<file path="config.mk">
export PLATFORM = sky130hd
export DESIGN_NAME = pipeline_uart_transmitter
export DESIGN_NICKNAME = d
export VERILOG_FILES = /design/src/rtl/pipeline_uart_transmitter.sv
export SDC_FILE = /design/constraint.sdc
export NUM_CORES = 1
export LEC_CHECK = 0
export ABC_AREA = 1
export CAP_MARGIN = 10
export CORE_MARGIN = 2
export CORE_UTILIZATION = 63
export CTS_CLUSTER_DIAMETER = 60
export CTS_CLUSTER_SIZE = 16
export DETAILED_ROUTE_END_ITERATION = 16
export PLACE_DENSITY_LB_ADDON = 0.3
export SETUP_SLACK_MARGIN = 0.15
export SLEW_MARGIN = 20
export SYNTH_ARGS = -nofsm -noshare
export SYNTH_HDL_FRONTEND = slang
export SYNTH_SLANG_ARGS = --single-unit
</file>
<file path="constraint.sdc">
create_clock -name clk -period 5.1 [get_ports clk]
set_input_delay 1.53 -clock clk [delete_from_list [all_inputs] [get_ports clk]]
set_output_delay 1.53 -clock clk [all_outputs]
set_load 0.03 [all_outputs]
</file>
<file path="src/rtl/pipeline_uart_transmitter.sv">
// 8-N-1 / 8-N-2 UART transmitter with a one-entry holding register and an internal baud divider.
// The serial line, busy and done outputs are all registered and aligned to the same frame timing.
module pipeline_uart_transmitter #(
  parameter int unsigned BAUD_DIV  = 5208,
  parameter int unsigned STOP_BITS = 1
) (
  input  logic       clk,
  input  logic       reset,
  input  logic       TX_EN,
  input  logic [7:0] TX_DATA,
  output logic       TX_STATUS,
  output logic       TX_BUSY,
  output logic       TX_DONE,
  output logic       UART_TX
);

  localparam int unsigned BAUD_W = 16;
  localparam int unsigned BIT_W  = 3;
  localparam int unsigned DATA_W = 8;

  localparam logic [BAUD_W-1:0] BAUD_LAST = BAUD_W'(BAUD_DIV - 1);
  localparam logic [BIT_W-1:0]  DATA_LAST = BIT_W'(DATA_W - 1);
  localparam logic [BIT_W-1:0]  STOP_LAST = BIT_W'(STOP_BITS - 1);

  typedef enum logic [1:0] {
    ST_IDLE  = 2'd0,
    ST_START = 2'd1,
    ST_DATA  = 2'd2,
    ST_STOP  = 2'd3
  } state_e;

  state_e              state_q, state_d;
  logic [BAUD_W-1:0]   baud_q, baud_d;
  logic [BIT_W-1:0]    bit_q, bit_d;
  logic [DATA_W-1:0]   shift_q, shift_d;
  logic                hold_valid_q, hold_valid_d;
  logic [DATA_W-1:0]   hold_data_q, hold_data_d;
  logic                tx_q, tx_d;
  logic                busy_q, busy_d;
  logic                done_q, done_d;
  logic                status_q, status_d;

  logic bit_end;
  logic accept;
  logic load;

  assign bit_end = (baud_q == BAUD_LAST);
  assign accept  = TX_EN & status_q;

  // Next-state, counters, holding register and registered outputs
  always_comb begin
    state_d      = state_q;
    baud_d       = baud_q;
    bit_d        = bit_q;
    shift_d      = shift_q;
    hold_valid_d = hold_valid_q;
    hold_data_d  = hold_data_q;
    done_d       = 1'b0;
    load         = 1'b0;

    if (state_q != ST_IDLE) begin
      baud_d = bit_end ? '0 : baud_q + BAUD_W'(1);
    end

    case (state_q)
      ST_IDLE: begin
        if (hold_valid_q) begin
          load = 1'b1;
        end
      end
      ST_START: begin
        if (bit_end) begin
          state_d = ST_DATA;
          bit_d   = '0;
        end
      end
      ST_DATA: begin
        if (bit_end) begin
          shift_d = shift_q >> 1;
          if (bit_q == DATA_LAST) begin
            state_d = ST_STOP;
            bit_d   = '0;
          end else begin
            bit_d = bit_q + BIT_W'(1);
          end
        end
      end
      ST_STOP: begin
        if (bit_end) begin
          if (bit_q == STOP_LAST) begin
            done_d = 1'b1;
            // A held byte starts on the very edge the frame ends, no idle gap
            if (hold_valid_q) begin
              load = 1'b1;
            end else begin
              state_d = ST_IDLE;
            end
          end else begin
            bit_d = bit_q + BIT_W'(1);
          end
        end
      end
      default: begin
        state_d = ST_IDLE;
      end
    endcase

    if (load) begin
      state_d      = ST_START;
      shift_d      = hold_data_q;
      baud_d       = '0;
      bit_d        = '0;
      hold_valid_d = 1'b0;
    end

    // Accept only while empty, so it never collides with a reload
    if (accept) begin
      hold_valid_d = 1'b1;
      hold_data_d  = TX_DATA;
    end

    case (state_q)
      ST_IDLE:  tx_d = 1'b1;
      ST_START: tx_d = 1'b0;
      ST_DATA:  tx_d = shift_q[0];
      ST_STOP:  tx_d = 1'b1;
      default:  tx_d = 1'b1;
    endcase

    busy_d   = (state_q != ST_IDLE);
    status_d = ~hold_valid_d;
  end

  always_ff @(posedge clk or negedge reset) begin
    if (!reset) begin
      state_q      <= ST_IDLE;
      baud_q       <= '0;
      bit_q        <= '0;
      shift_q      <= '0;
      hold_valid_q <= 1'b0;
      hold_data_q  <= '0;
      tx_q         <= 1'b1;
      busy_q       <= 1'b0;
      done_q       <= 1'b0;
      status_q     <= 1'b1;
    end else begin
      state_q      <= state_d;
      baud_q       <= baud_d;
      bit_q        <= bit_d;
      shift_q      <= shift_d;
      hold_valid_q <= hold_valid_d;
      hold_data_q  <= hold_data_d;
      tx_q         <= tx_d;
      busy_q       <= busy_d;
      done_q       <= done_d;
      status_q     <= status_d;
    end
  end

  assign UART_TX   = tx_q;
  assign TX_BUSY   = busy_q;
  assign TX_DONE   = done_q;
  assign TX_STATUS = status_q;

endmodule

</file>
==> flow_summary.ini, run 1 <==
[worst_hold_path]
worst_hold_path_type = flop to flop
hold_start = hold_data_q[7]$_DFFE_PN0P_

[timing]
fin_crit_ps = 3100
min_period_over_period_pct = 60.9
grt_setup_unrepaired = false
fmaxAchievable_mhz = 322
setup_failing_eps_final = 0
final.setup_skew_ps = 7.13
timing_hold_violations_final = 0
slew-limit-headroom_pct = 40.9
max_slew.worst_pin.slew_ps = 886
timing.setup.tns_ps = 0
finalHoldWorstSlack_ps = 489
finalMaxSlewViolations = 0

[worst_setup_path]
worst_path_largest_cell_delay_ps = 670
path_delay_family = buffers and inverters
timing.critical_path.to_type = primary output
critical_path.n_buffers_inverters = 1
critical_path.startpoint = TX_STATUS$_DFF_PN1_
rr_startpoint = state_q[1]$_DFFE_PN0P_
critical_path_cell_list = clkdlybuf4s50_1
crit_path_max_fanout = 2
critical_path_arrival_ps = 1570
worst_endpoint_required_time_ps = 3570
critPathKind = flop to primary output
critPathLaunchType = flop
worst_path_max_delay_cell = sky130_fd_sc_hd__clkdlybuf4s50_1

[layout]
area_grow_syn2layout_pct = 11.7
finish.net_count = 289
ratio_of_cells_with_drive_above_1_in_the_final_layout_pct = 16.2
stdcell_area_mm2 = 0.00250
multi_input_area_um2 = 987
final-seq-area_mm2 = 0.00105
layout.core_utilization_pct = 73.8
fillers = 252
antenna_cells_inserted = 0

[pwr]
combinationalPowerShare_pct = 5.9
power-per-cell-area_mw_per_mm2 = 277
finalPower_mw = 0.693
power.share.sequential_pct = 54.0
irDropWorstVdd_mv = 0.226
cell_internal_pwr_mw = 0.549
switchingPower_mw = 0.144
share_clk_of_total_power_pct = 40.1
netSwitchingFraction_pct = 20.8
leakagePower_nw = 1.25

[grt]
gr-usage-all-layers_pct = 22.8
final_global_route_overflow_total = 0
maximum_number_of_pins_on_one_net_before_global_route_repair = 43
grt_pass1_wl_um = 7220
grt_pass1_vias = 1633
number_of_antenna_violations_at_the_first_check_in_global_routing = 0

[clock_network]
number_of_hold_buffers_added_after_cts = 0
clock_sinks = 42
post_cts.repair.setup_buffers = 0
cts.clk_slew.worst_paths_ps = 130
cts_tree = yes
cts-htree-levels = 2
clock-root-buffer = sky130_fd_sc_hd__clkbuf_4
worstSkewPairLatency_ps = 350
cts_max_path_buffers = 2
cts_resized = 0
total_cts_buffers = 5

[placed_design]
io_buffer_count = 14
postPlaceCellArea_mm2 = 0.00239
hpwl_um = 2850
gp_congestion = 0.904

[logic_synthesis]
synthMuxAreaShare_pct = 4.02
synth_largest_type_area_fraction_pct = 44.7
synth_top_family_by_area = simple AND/OR/NAND/NOR gates
synth.avg_cell_area_um2 = 8.89
synth_compound_area_share_pct = 11.7
ys_seq_elements = 42
yosys.cell_count.top_type = sky130_fd_sc_hd__nand2_1
synthArstFlopShare_pct = 100
synth_simple_gate_area_share_pct = 21.9
netlist.top_cell.by_area = sky130_fd_sc_hd__dfrtp_1
yosys.area_share.adder_pct = 4.47
ys_seq_area_share_pct = 47.0
synth-xor-area-share_pct = 1.95
synthFlopType = sky130_fd_sc_hd__dfrtp_1
synth.lib_cells_used.distinct = 32
post_synth_main_area_contributors = sky130_fd_sc_hd__dfrtp_1 (45%), sky130_fd_sc_hd__nand2_1 (7.7%), sky130_fd_sc_hd__inv_1 (6.7%)
yosysWarningCount = 0
syn-instance-count = 252
top_post_synthesis_cells_by_count = sky130_fd_sc_hd__nand2_1 (46), sky130_fd_sc_hd__dfrtp_1 (40), sky130_fd_sc_hd__inv_1 (40), sky130_fd_sc_hd__nor2_1 (19), sky130_fd_sc_hd__nand3_1 (12)
synth-edff-count = 0
mappedNetlistArea_mm2 = 0.00224
mappedNetlistNets = 271

[detailed_routing]
number_of_drc_markers_after_the_initial_detailed_route_iteration = 86
vias = 1666
post_detailed_route_drc_marker_count = 0
routed_wire_length_per_instance_um = 12.6
post_drt_via_cell_ratio = 5.26
detailedRoute.firstPassIterationCount = 5
finalWirelength_um = 4000
drt.antenna.violating_nets = 0

[floorplan]
floorplan.initialDensity_pct = 66.1
rows = 21
core-area_mm2 = 0.00339
die_h_um = 63.6
die-area_mm2 = 0.00405
io_pins = 15
chipWidth_um = 63.6

[job]
max_cap_viol_count = 0

[status]
outcome = finished clean
==> cell families (layout without fill, tap and decap cells) <==
family,after synthesis,count (layout)
DFF,42,42
muxes,8,8
xor gates and xnor gates,5,5
adders and majority gates,8,8
buffers and inverters,45,64
and+or+nand+nor,105,105
AOI/OAI and AO/OA,39,39
==> cells in the final DEF, fill, tap and decap left out, types with 4 or more instances in the layout <==
cell type,n
sky130_fd_sc_hd__a21oi_1,11
sky130_fd_sc_hd__clkbuf_4,5
sky130_fd_sc_hd__clkdlybuf4s50_1,13
sky130_fd_sc_hd__dfrtp_1,40
sky130_fd_sc_hd__ha_1,8
sky130_fd_sc_hd__inv_1,40
sky130_fd_sc_hd__mux2_2,8
sky130_fd_sc_hd__nand2_1,46
sky130_fd_sc_hd__nand2_2,8
sky130_fd_sc_hd__nand3_1,12
sky130_fd_sc_hd__nor2_1,19
sky130_fd_sc_hd__nor2_2,4
sky130_fd_sc_hd__nor3_1,7
sky130_fd_sc_hd__o211ai_2,6
sky130_fd_sc_hd__o21ai_0,9
sky130_fd_sc_hd__o21ai_1,8
sky130_fd_sc_hd__xor2_1,4
==> registers in the layout (all words and copies together), names as in the netlist <==
register / cells
baud_q: 16
hold_data_q: 8
shift_q: 8
bit_q: 3
state_q: 2
TX_BUSY: 1
TX_DONE: 1
TX_STATUS: 1
UART_TX: 1
hold_valid_q: 1
==> routing by layer <==
metal	GRT usage, %	wire length, um	vias to the layer above
li1	-	-	849
met1	30.1	1900	780
met2	38.2	1920	33
met3	4.29	143	4
met4	6.52	37	0
met5	0	0	-
==> path summary, 6_finish.rpt <==
path / end / slack (ps) / cells after the start
max in group asynchronous: baud_q[3]$_DFFE_PN0P_ / 3260 / 1
worst min-delay path: shift_q[7]$_DFFE_PN0P_ / 490 / 2
worst min register to register: shift_q[7]$_DFFE_PN0P_ / 490 / 2
worst max register to register: baud_q[7]$_DFFE_PN0P_ / 3000 / 7
min in group asynchronous: bit_q[1]$_DFFE_PN0P_ / 1280 / 1
worst max-delay path: TX_STATUS / 2000 / 1
==> through the flow <==
stage,cells,worst slack (ps)
floorplan,252,2880
global placement,309,2380
detailed placement,309,2370
CTS,317,1990
global route,317,1970
finish,317,2000
==> power groups by stage <==
stage | Combinational [mW] | Sequential [mW] | Clock, mW
detailed placement | 0.0421 | 0.380 | 0
finish | 0.0410 | 0.375 | 0.278
global placement | 0.0400 | 0.380 | 0
CTS | 0.0422 | 0.374 | 0.279
global route | 0.0461 | 0.377 | 0.294
floorplan | 0.0227 | 0.378 | 0
==> final cells by class <==
type | instances | area share (%)
Clock inverter | 2 | 2.40
Tap cell | 46 | 2.30
Timing Repair Buffer | 14 | 5.40
Clock buffer | 6 | 2.05
Sequential cell | 42 | 42.1
Inverter | 42 | 6.30
Multi-Input combinational cell | 165 | 39.5
Note: power is estimated with default switching activity, not from simulation.
==> inputs of run 2 (changes only) <==
- CORE_UTILIZATION: 63 -> 58
- clock period: 5.1 -> 3.07 ns (I/O delays scaled with it)
==> flow_summary.ini, run 2 (synthesis gave the netlist of run 1 again) <==
[status]
outcome = finished clean

[grt]
maximum_number_of_pins_on_one_net_before_global_route_repair = 43
grt_pass1_wl_um = 6740
number_of_antenna_violations_at_the_first_check_in_global_routing = 0
grt_pass1_vias = 1555
gr-usage-all-layers_pct = 20.8
final_global_route_overflow_total = 0

[worst_setup_path]
worst_path_largest_cell_delay_ps = 660
worst_endpoint_required_time_ps = 2150
critical_path_cell_list = clkdlybuf4s50_1
worst_path_max_delay_cell = sky130_fd_sc_hd__clkdlybuf4s50_1
critical_path.n_buffers_inverters = 1
critPathLaunchType = flop
path_delay_family = buffers and inverters
critical_path_arrival_ps = 1490
critPathKind = flop to primary output
crit_path_max_fanout = 2
timing.critical_path.to_type = primary output

[detailed_routing]
vias = 1633
drt.antenna.violating_nets = 0
routed_wire_length_per_instance_um = 12.1
post_detailed_route_drc_marker_count = 0
finalWirelength_um = 3870
post_drt_via_cell_ratio = 5.12
number_of_drc_markers_after_the_initial_detailed_route_iteration = 91
detailedRoute.firstPassIterationCount = 4

[timing]
finalHoldWorstSlack_ps = 521
min_period_over_period_pct = 78.5
final.setup_skew_ps = 5.03
layout_setup_ws_ps = 660
fmaxAchievable_mhz = 415
finalMaxSlewViolations = 0
grt_setup_unrepaired = false
timing_hold_violations_final = 0
setup_failing_eps_final = 0
slew-limit-headroom_pct = 40.2
fin_crit_ps = 2410
timing.setup.tns_ps = 0
max_slew.worst_pin.slew_ps = 896

[layout]
area_grow_syn2layout_pct = 13.2
largest_reg_flops = 16
ratio_of_cells_with_drive_above_1_in_the_final_layout_pct = 16.2
layout.cells.most_common_list = sky130_fd_sc_hd__nand2_1 (46), sky130_fd_sc_hd__dfrtp_1 (40), sky130_fd_sc_hd__inv_1 (40)
stdcell_area_mm2 = 0.00254
layout.cells.most_common = sky130_fd_sc_hd__nand2_1
max_flop_register = baud_q
finish.net_count = 289
antenna_cells_inserted = 0
post_layout_nonfiller_instances = 319
largest_registers = baud_q: 16 flops, hold_data_q: 8 flops, shift_q: 8 flops

[pwr]
cell_internal_pwr_mw = 0.983
netSwitchingFraction_pct = 20.3
share_clk_of_total_power_pct = 43.7
power-per-cell-area_mw_per_mm2 = 486
leakagePower_nw = 1.26
combinationalPowerShare_pct = 5.6
power.share.sequential_pct = 50.7
irDropWorstVdd_mv = 0.345
switchingPower_mw = 0.250

[floorplan]
rows = 22
floorplan.initialDensity_pct = 60.8
die_h_um = 66.2
die-area_mm2 = 0.00438
chipWidth_um = 66.2
core-area_mm2 = 0.00369
io_pins = 15

[clock_network]
cts_max_path_buffers = 2
cts_resized = 0
cts.clk_slew.worst_paths_ps = 80
post_cts.repair.setup_buffers = 0
cts-htree-levels = 2
clock_sinks = 42
number_of_hold_buffers_added_after_cts = 0
total_cts_buffers = 5
clock-root-buffer = sky130_fd_sc_hd__clkbuf_8
worstSkewPairLatency_ps = 300
cts_tree = yes

[job]
max_cap_viol_count = 0

[placed_design]
postPlaceCellArea_mm2 = 0.00239
pre_cts_slack_ps = 946
hpwl_um = 2620
io_buffer_count = 14
gp_congestion = 0.873
dpl.cell_count = 311

[worst_hold_path]
worst_hold_path_type = flop to flop
==> run 2: power groups by stage <==
stage | registers [mW] | logic (mW) | clock network (mW)
after floorplan | 0.628 | 0.0377 | 0
after global placement | 0.634 | 0.0666 | 0
after detailed placement | 0.635 | 0.0709 | 0
after CTS | 0.625 | 0.0712 | 0.546
after global routing | 0.631 | 0.0764 | 0.572
final | 0.626 | 0.0688 | 0.538
==> run 2: area by class of cell <==
class,count,area [um^2]
Multi-Input combinational cell,165,987
Fill cell,295,1150
Clock inverter,2,60.1
Sequential cell,42,1050
Inverter,42,158
Timing Repair Buffer,14,135
Clock buffer,6,82.6
Tap cell,48,60.1
==> run 2: path summary, 6_finish.rpt <==
kind	startpoint	to	slack, ps	cells after the start
worst max-delay path	TX_STATUS$_DFF_PN1_	TX_STATUS	660	1
worst min-delay path	shift_q[0]$_DFFE_PN0P_	UART_TX$_DFF_PN1_	520	2
worst max register to register	state_q[0]$_DFFE_PN0P_	baud_q[10]$_DFFE_PN0P_	990	7
worst min register to register	shift_q[0]$_DFFE_PN0P_	UART_TX$_DFF_PN1_	520	2
max in group asynchronous	reset	hold_data_q[2]$_DFFE_PN0P_	1770	1
min in group asynchronous	reset	baud_q[12]$_DFFE_PN0P_	750	1
==> run 2: per-layer routing <==
layer | vias to the layer above | GRT usage [%] | share of wire, %
met1 | 749 | 28.6 | 51
met2 | 27 | 30.3 | 43
met4 | 0 | 9.95 | 2.3
met3 | 9 | 5.79 | 3.6
met5 | - | 0 | 0
li1 | 848 | - | -
==> run 2: stage by stage <==
stage | total power, mW | util (%)
after floorplan | 0.665 | -
after global placement | 0.701 | 64.9
after detailed placement | 0.706 | 64.9
after CTS | 1.24 | 68.8
after global routing | 1.28 | 68.8
final | 1.23 | 68.8
==> run 2: worst register-to-register path, stage by stage, from the launching register on <==
cell	delay [ps]
sky130_fd_sc_hd__dfrtp_1	420
sky130_fd_sc_hd__inv_1	100
sky130_fd_sc_hd__ha_1	240
sky130_fd_sc_hd__inv_1	150
sky130_fd_sc_hd__o31ai_1	410
sky130_fd_sc_hd__nand2_1	250
sky130_fd_sc_hd__inv_1	290
sky130_fd_sc_hd__nor3_1	100
==> edit 1: new RTL, flow settings as in run 2 <==
Put one more register stage on the output `TX_STATUS`, cleared by the reset. The value now appears one clock later. The other outputs are not delayed to match.
--- a/src/rtl/pipeline_uart_transmitter.sv
+++ b/src/rtl/pipeline_uart_transmitter.sv
@@ -160,7 +160,13 @@
   assign UART_TX   = tx_q;
   assign TX_BUSY   = busy_q;
   assign TX_DONE   = done_q;
-  assign TX_STATUS = status_q;
+  always_ff @(posedge clk or negedge reset) begin
+    if (!reset) begin
+      TX_STATUS <= '0;
+    end else begin
+      TX_STATUS <= status_q;
+    end
+  end
 
 endmodule
 
Function: changed (Yosys sat finds a counterexample within 4 cycles, from zero or initial values and one cycle with reset low).
==> edit 1 against run 2 <==
Synthesized cell count is 3.6% higher; synthesized area rose by 1.2%; clock power decreased by 17%; power is 7.3% lower; register-to-register slack got worse by 0.12 ns; routed wire length grew 6.5%; sequential cell count up 1; via count is 5.4% higher; cell area rose by 0.59%; clock skew up 0.0013 ns; worst setup slack gained 0.023 ns; critical path depth unchanged; fmax increased by 0.95%; largest power group unchanged.
==> edit 1: results (changes against run 2) <==
Drt
  – Initial DRC Count: 153 (was 91)
  – Routed vias/inst: 5.263 (was 5.119)
  – Total Wirelength: 4117 um (was 3867 um)
  – Pre-antenna DRT Iters: 4 (unchanged)

Clock tree
  – H-tree Lvls: 2 (unchanged)
  – Clk slew on worst S/H paths: 0.08 ns (about the same)
  – Root Buffer: clkbuf_8 (unchanged)
  – Worst-case clock buffer depth: 2 (unchanged)
  – Inserted Clock Buffers: 5 (unchanged)
  – Post-CTS setup buffer count: 0 (unchanged)

Logic synthesis
  – Post-synthesis sequential area ratio: 47.55% (was 47.01%)
  – Synth top cells by count: nand2_1, dfrtp_1, nor2_1 (was nand2_1, dfrtp_1, inv_1)
  – Predominant post-synthesis flop cell: dfrtp_1 (unchanged)
  – Ys async rst share: 100.0% (unchanged)
  – Synth warnings: 0 (unchanged)
  – Largest cells by area after synthesis: dfrtp_1, nand2_1, nor2_1 (was dfrtp_1, nand2_1, inv_1)
  – Net Count, Synth: 280 (was 271)
  – Mapped Cells: 261 (was 252)
  – Synth cell types: 35 (was 32)

Final layout
  – Nets: 297 (was 289)
  – Finished Layout Cells: 327 (was 319)
  – Layout cells sized above 1: 12.90% (was 16.24%)
  – Top flop regs: baud_q x16, hold_data_q x8, shift_q x8 (unchanged)
  – Diodes inserted: 0 (unchanged)

Setup path
  – CP max FO: 1 (was 2)
  – Top Family by Delay on Critical Path: buffers and inverters (unchanged)
  – WP data arrival: 1.47 ns (was 1.49 ns)
  – Critical Path Max Stage Delay: approximately 0.65 ns
  – Slowest-stage cell, CP: clkdlybuf4s50_1 (unchanged)
  – FF-to-FF path depth: 10 (was 7)

Timing
  – Clk_skew: 0.006367 ns (was 0.005031 ns)
  – Worst Tran Pin Value: 0.9265 ns (was 0.8965 ns)

Power and ir drop
  – Static leakage: 0.001152 uW (was 0.001265 uW)
  – Max VDD drop: 0.3242 mV (was 0.3447 mV)

GRT
  – First-pass GRT wire length: 7700 um (was 6741 um)
  – Vias in the first global route: 1724 (was 1555)
  – Gr usage total: 22.99% (was 20.79%)
  – Largest net degree at the start of global routing: 44 (was 43)
  – Initial antenna violation count: 0 (unchanged)

Hold path
  – WHS Path Cells: 0 (was 2)
  – Worst hold path type: reg2reg (unchanged)

Placed design
  – Cells after DPL: 319 (was 311)
  – Final HPWL DP: 2924 um (was 2621 um)
  – Routability-driven placement congestion ratio: 0.8408 (was 0.8734)
  – PortBufs: 14 (unchanged)

Status
  – Status: finished clean (unchanged)
==> edit 1: changes by cell type in the layout (fill, tap and decap cells not counted), sizes merged, moves of 3 or more <==
cell	change
nand4	+3
o211ai	-6
o21ai	-7
inv	-8
a21oi	-4
nor2	+15
a31oi	+7
==> edit 1: cell type report <==
class / count / area [um2]
well taps: 48 / 60.06
flip-flops and latches: 43 / 1079
inverters: 32 / 120.1
clock inverters: 3 / 47.55
clock buffers: 5 / 68.82
fillers: 306 / 1165
multi-input cells: 182 / 1041
repair buffers: 14 / 135.1
==> edit 1: kinds of logic (layout without fill, tap and decap cells) <==
group / after synthesis / in the layout / synth area share [%]
AND/OR/NAND/NOR: 128 / 128 / 26.42
flip-flops: 43 / 43 / 47.55
buffers and inverters: 36 / 54 / 6.564
AO/OA/AOI/OAI: 32 / 32 / 8.770
adder cells (fa/ha/maj): 8 / 8 / 4.413
multiplexers: 8 / 8 / 3.971
XOR/XNOR: 6 / 6 / 2.317
==> edit 1: worst paths after layout <==
check | startpoint | slack (ns) | end
max | UART_TX | 0.68 | UART_TX
min | status_q | 0.42 | TX_STATUS
max reg2reg | state_q[0] | 0.87 | baud_q[13]
min reg2reg | status_q | 0.42 | TX_STATUS
max in group asynchronous | reset | 1.74 | baud_q[5]
min in group asynchronous | reset | 0.76 | baud_q[3]
==> edit 1: routing by layer <==
metal | vias up | routed length (um) | track usage, %
met2 | 30 | 1921 | 37.00
met1 | 801 | 1989 | 31.43
met5 | - | 0 | 0
met3 | 6 | 144 | 4.561
met4 | 0 | 62 | 6.888
li1 | 884 | - | -
==> edit 1: power breakdown <==
part | switching [uW] | internal (uW) | leakage (uW)
clock | 200 | 246 | 0.0000587
combinational | 26.8 | 41.6 | 0.000543
sequential | 20.0 | 609 | 0.000551
total | 247 | 897 | 0.00115
==> edit 1: through the flow <==
step,total power [uW],util (%),setup slack [ns],area (um2),hold slack (ns)
after floorplan,674.5,-,1.287,2268,0.3889
after global placement,706.0,65.52,0.9637,2435,0.4132
after detailed placement,710.3,65.52,0.8770,2435,0.4113
after CTS,1153,68.65,0.6759,2551,0.4234
after global routing,1192,68.65,0.6291,2551,0.4276
final,1143,68.65,0.6824,2551,0.4217
==> edit 2: new RTL, settings of run 2 <==
Made on the original files. `BIT_W`: 3 -> 6.
--- a/src/rtl/pipeline_uart_transmitter.sv
+++ b/src/rtl/pipeline_uart_transmitter.sv
@@ -15,7 +15,7 @@
 );
 
   localparam int unsigned BAUD_W = 16;
-  localparam int unsigned BIT_W  = 3;
+  localparam int unsigned BIT_W  = 6;
   localparam int unsigned DATA_W = 8;
 
   localparam logic [BAUD_W-1:0] BAUD_LAST = BAUD_W'(BAUD_DIV - 1);
Check against the original RTL: no difference found for any inputs over 10 cycles, from zero or initial values and one cycle with reset low; that may be too few to reach the edited logic, so the function may still have changed.
==> edit 2 against run 2 <==
Worst hold slack lost 0.0064 ns; synthesized area is 11% higher; largest cell class is now multi-input gates; worst setup slack lost 0.014 ns; cell area grew 8.2%; routed wire length up 17%; global-route usage rose by 0.36 points; count of clock-buffer cells in the layout unchanged; sequential cell count rose by 3; power fell by 2.5%; clock skew shrank 0.00078 ns.
==> edit 2: results (changes against run 2) <==
GRT
  – First-pass GRT wire length: 8211 um (was 6741 um)
  – Largest net degree at the start of global routing: 46 (was 43)
  – Gr usage total: 21.14% (was 20.79%)
  – Met3 usage: 5.087% (was 5.792%)
  – GRT met2 Usage: 31.94% (was 30.25%)
  – Vias in the first global route: 1782 (was 1555)
  – Met1 Resource Use GR: 29.91% (was 28.62%)

Logic synthesis
  – Post-synthesis compound-gate area fraction: 12.56% (was 11.67%)
  – Adder-cell share of the synthesized area: 4.036% (was 4.467%)
  – Syn avg cell area: 8.953 um2 (was 8.892 um2)
  – Net Count, Synth: 296 (was 271)
  – Synth cell types: 40 (was 32)
  – Post-synthesis sequential area ratio: 45.51% (was 47.01%)
  – Post-synthesis xor/xnor area fraction: 2.472% (was 1.954%)
  – Synth top cells by count: nand2_1, dfrtp_1, inv_1 (unchanged)
  – Largest cells by area after synthesis: dfrtp_1, nand2_1, inv_1 (unchanged)
  – Mux contribution to synthesized area: 3.633% (was 4.020%)

Power and ir drop
  – Cell-internal power: 940.8 uW (was 983.1 uW)
  – Max VDD drop: 0.3590 mV (was 0.3447 mV)
  – Pwr Total: 1202 uW (was 1233 uW)
  – Static leakage: 0.001304 uW (was 0.001265 uW)
  – Clk pwr: 473 uW (was 538 uW)

Drt
  – Initial DRC Count: 93 (was 91)
  – Total Wirelength: 4543 um (was 3867 um)

Setup path
  – WP data arrival: approximately 1.5 ns
  – R2r setup slk: 0.93 ns (was 0.99 ns)
  – FF-to-FF End: baud_q[3] (was baud_q[10])
  – R2R Path Start: state_q[0] (unchanged)

Timing
  – Hold_ws: 0.5149 ns (was 0.5213 ns)
  – Clk_skew: 0.004253 ns (was 0.005031 ns)
  – Fin crit period: 2.424 ns (was 2.410 ns)
  – Max transition margin: 62.91% (was 40.23%)

Status
  – Status: finished clean (unchanged)

Placed design
  – Final HPWL DP: 3181 um (was 2621 um)
  – Placed cell area: 2621 um2 (was 2394 um2)
  – Routability-driven placement congestion ratio: 0.9091 (was 0.8734)
  – Dpl ws: 0.9371 ns (was 0.9463 ns)

Final layout
  – Top flop regs: baud_q x16, hold_data_q x8, shift_q x8 (unchanged)
  – Finished Layout Cells: 343 (was 319)
  – Nets: 311 (was 289)

Hold path
  – Hold Startpoint: hold_data_q[4] (was shift_q[0])
  – WHS Path Cells: 1 (was 2)
  – Endpoint, Worst Hold: hold_data_q[4] (was UART_TX)
edit 2: cell count changes after synthesis, sizes merged, moves of 2 or more:
cell          run 2  this run
inv              41        35
dfrtp            40        43
buf               3         5
nor3              7         2
nand2            55        61
nand4             2        11
o21ai            19        25
xor2              4         7
and3              0         4
edit 2: cell type report:
class / instances / area [um2]
fillers: 329 / 1314
multi-input cells: 191 / 1164
flip-flops and latches: 45 / 1129
repair buffers: 14 / 137.6
inverters: 35 / 131.4
clock buffers: 6 / 82.58
well taps: 50 / 62.56
clock inverters: 2 / 37.54
edit 2: layer usage:
| metal | part of all wire, % | routed length, um |
|---|---|---|
| met2 | 45 | 2055 |
| met5 | 0 | 0 |
| met3 | 4.0 | 183 |
| met4 | 1.7 | 76 |
| met1 | 49 | 2227 |
edit 2: cell families after synthesis:
group | count (synthesis)
AND/OR/NAND/NOR | 120
AO/OA/AOI/OAI | 48
XOR/XNOR | 7
flip-flops | 45
adder cells (fa/ha/maj) | 8
buffers and inverters | 41
multiplexers | 8
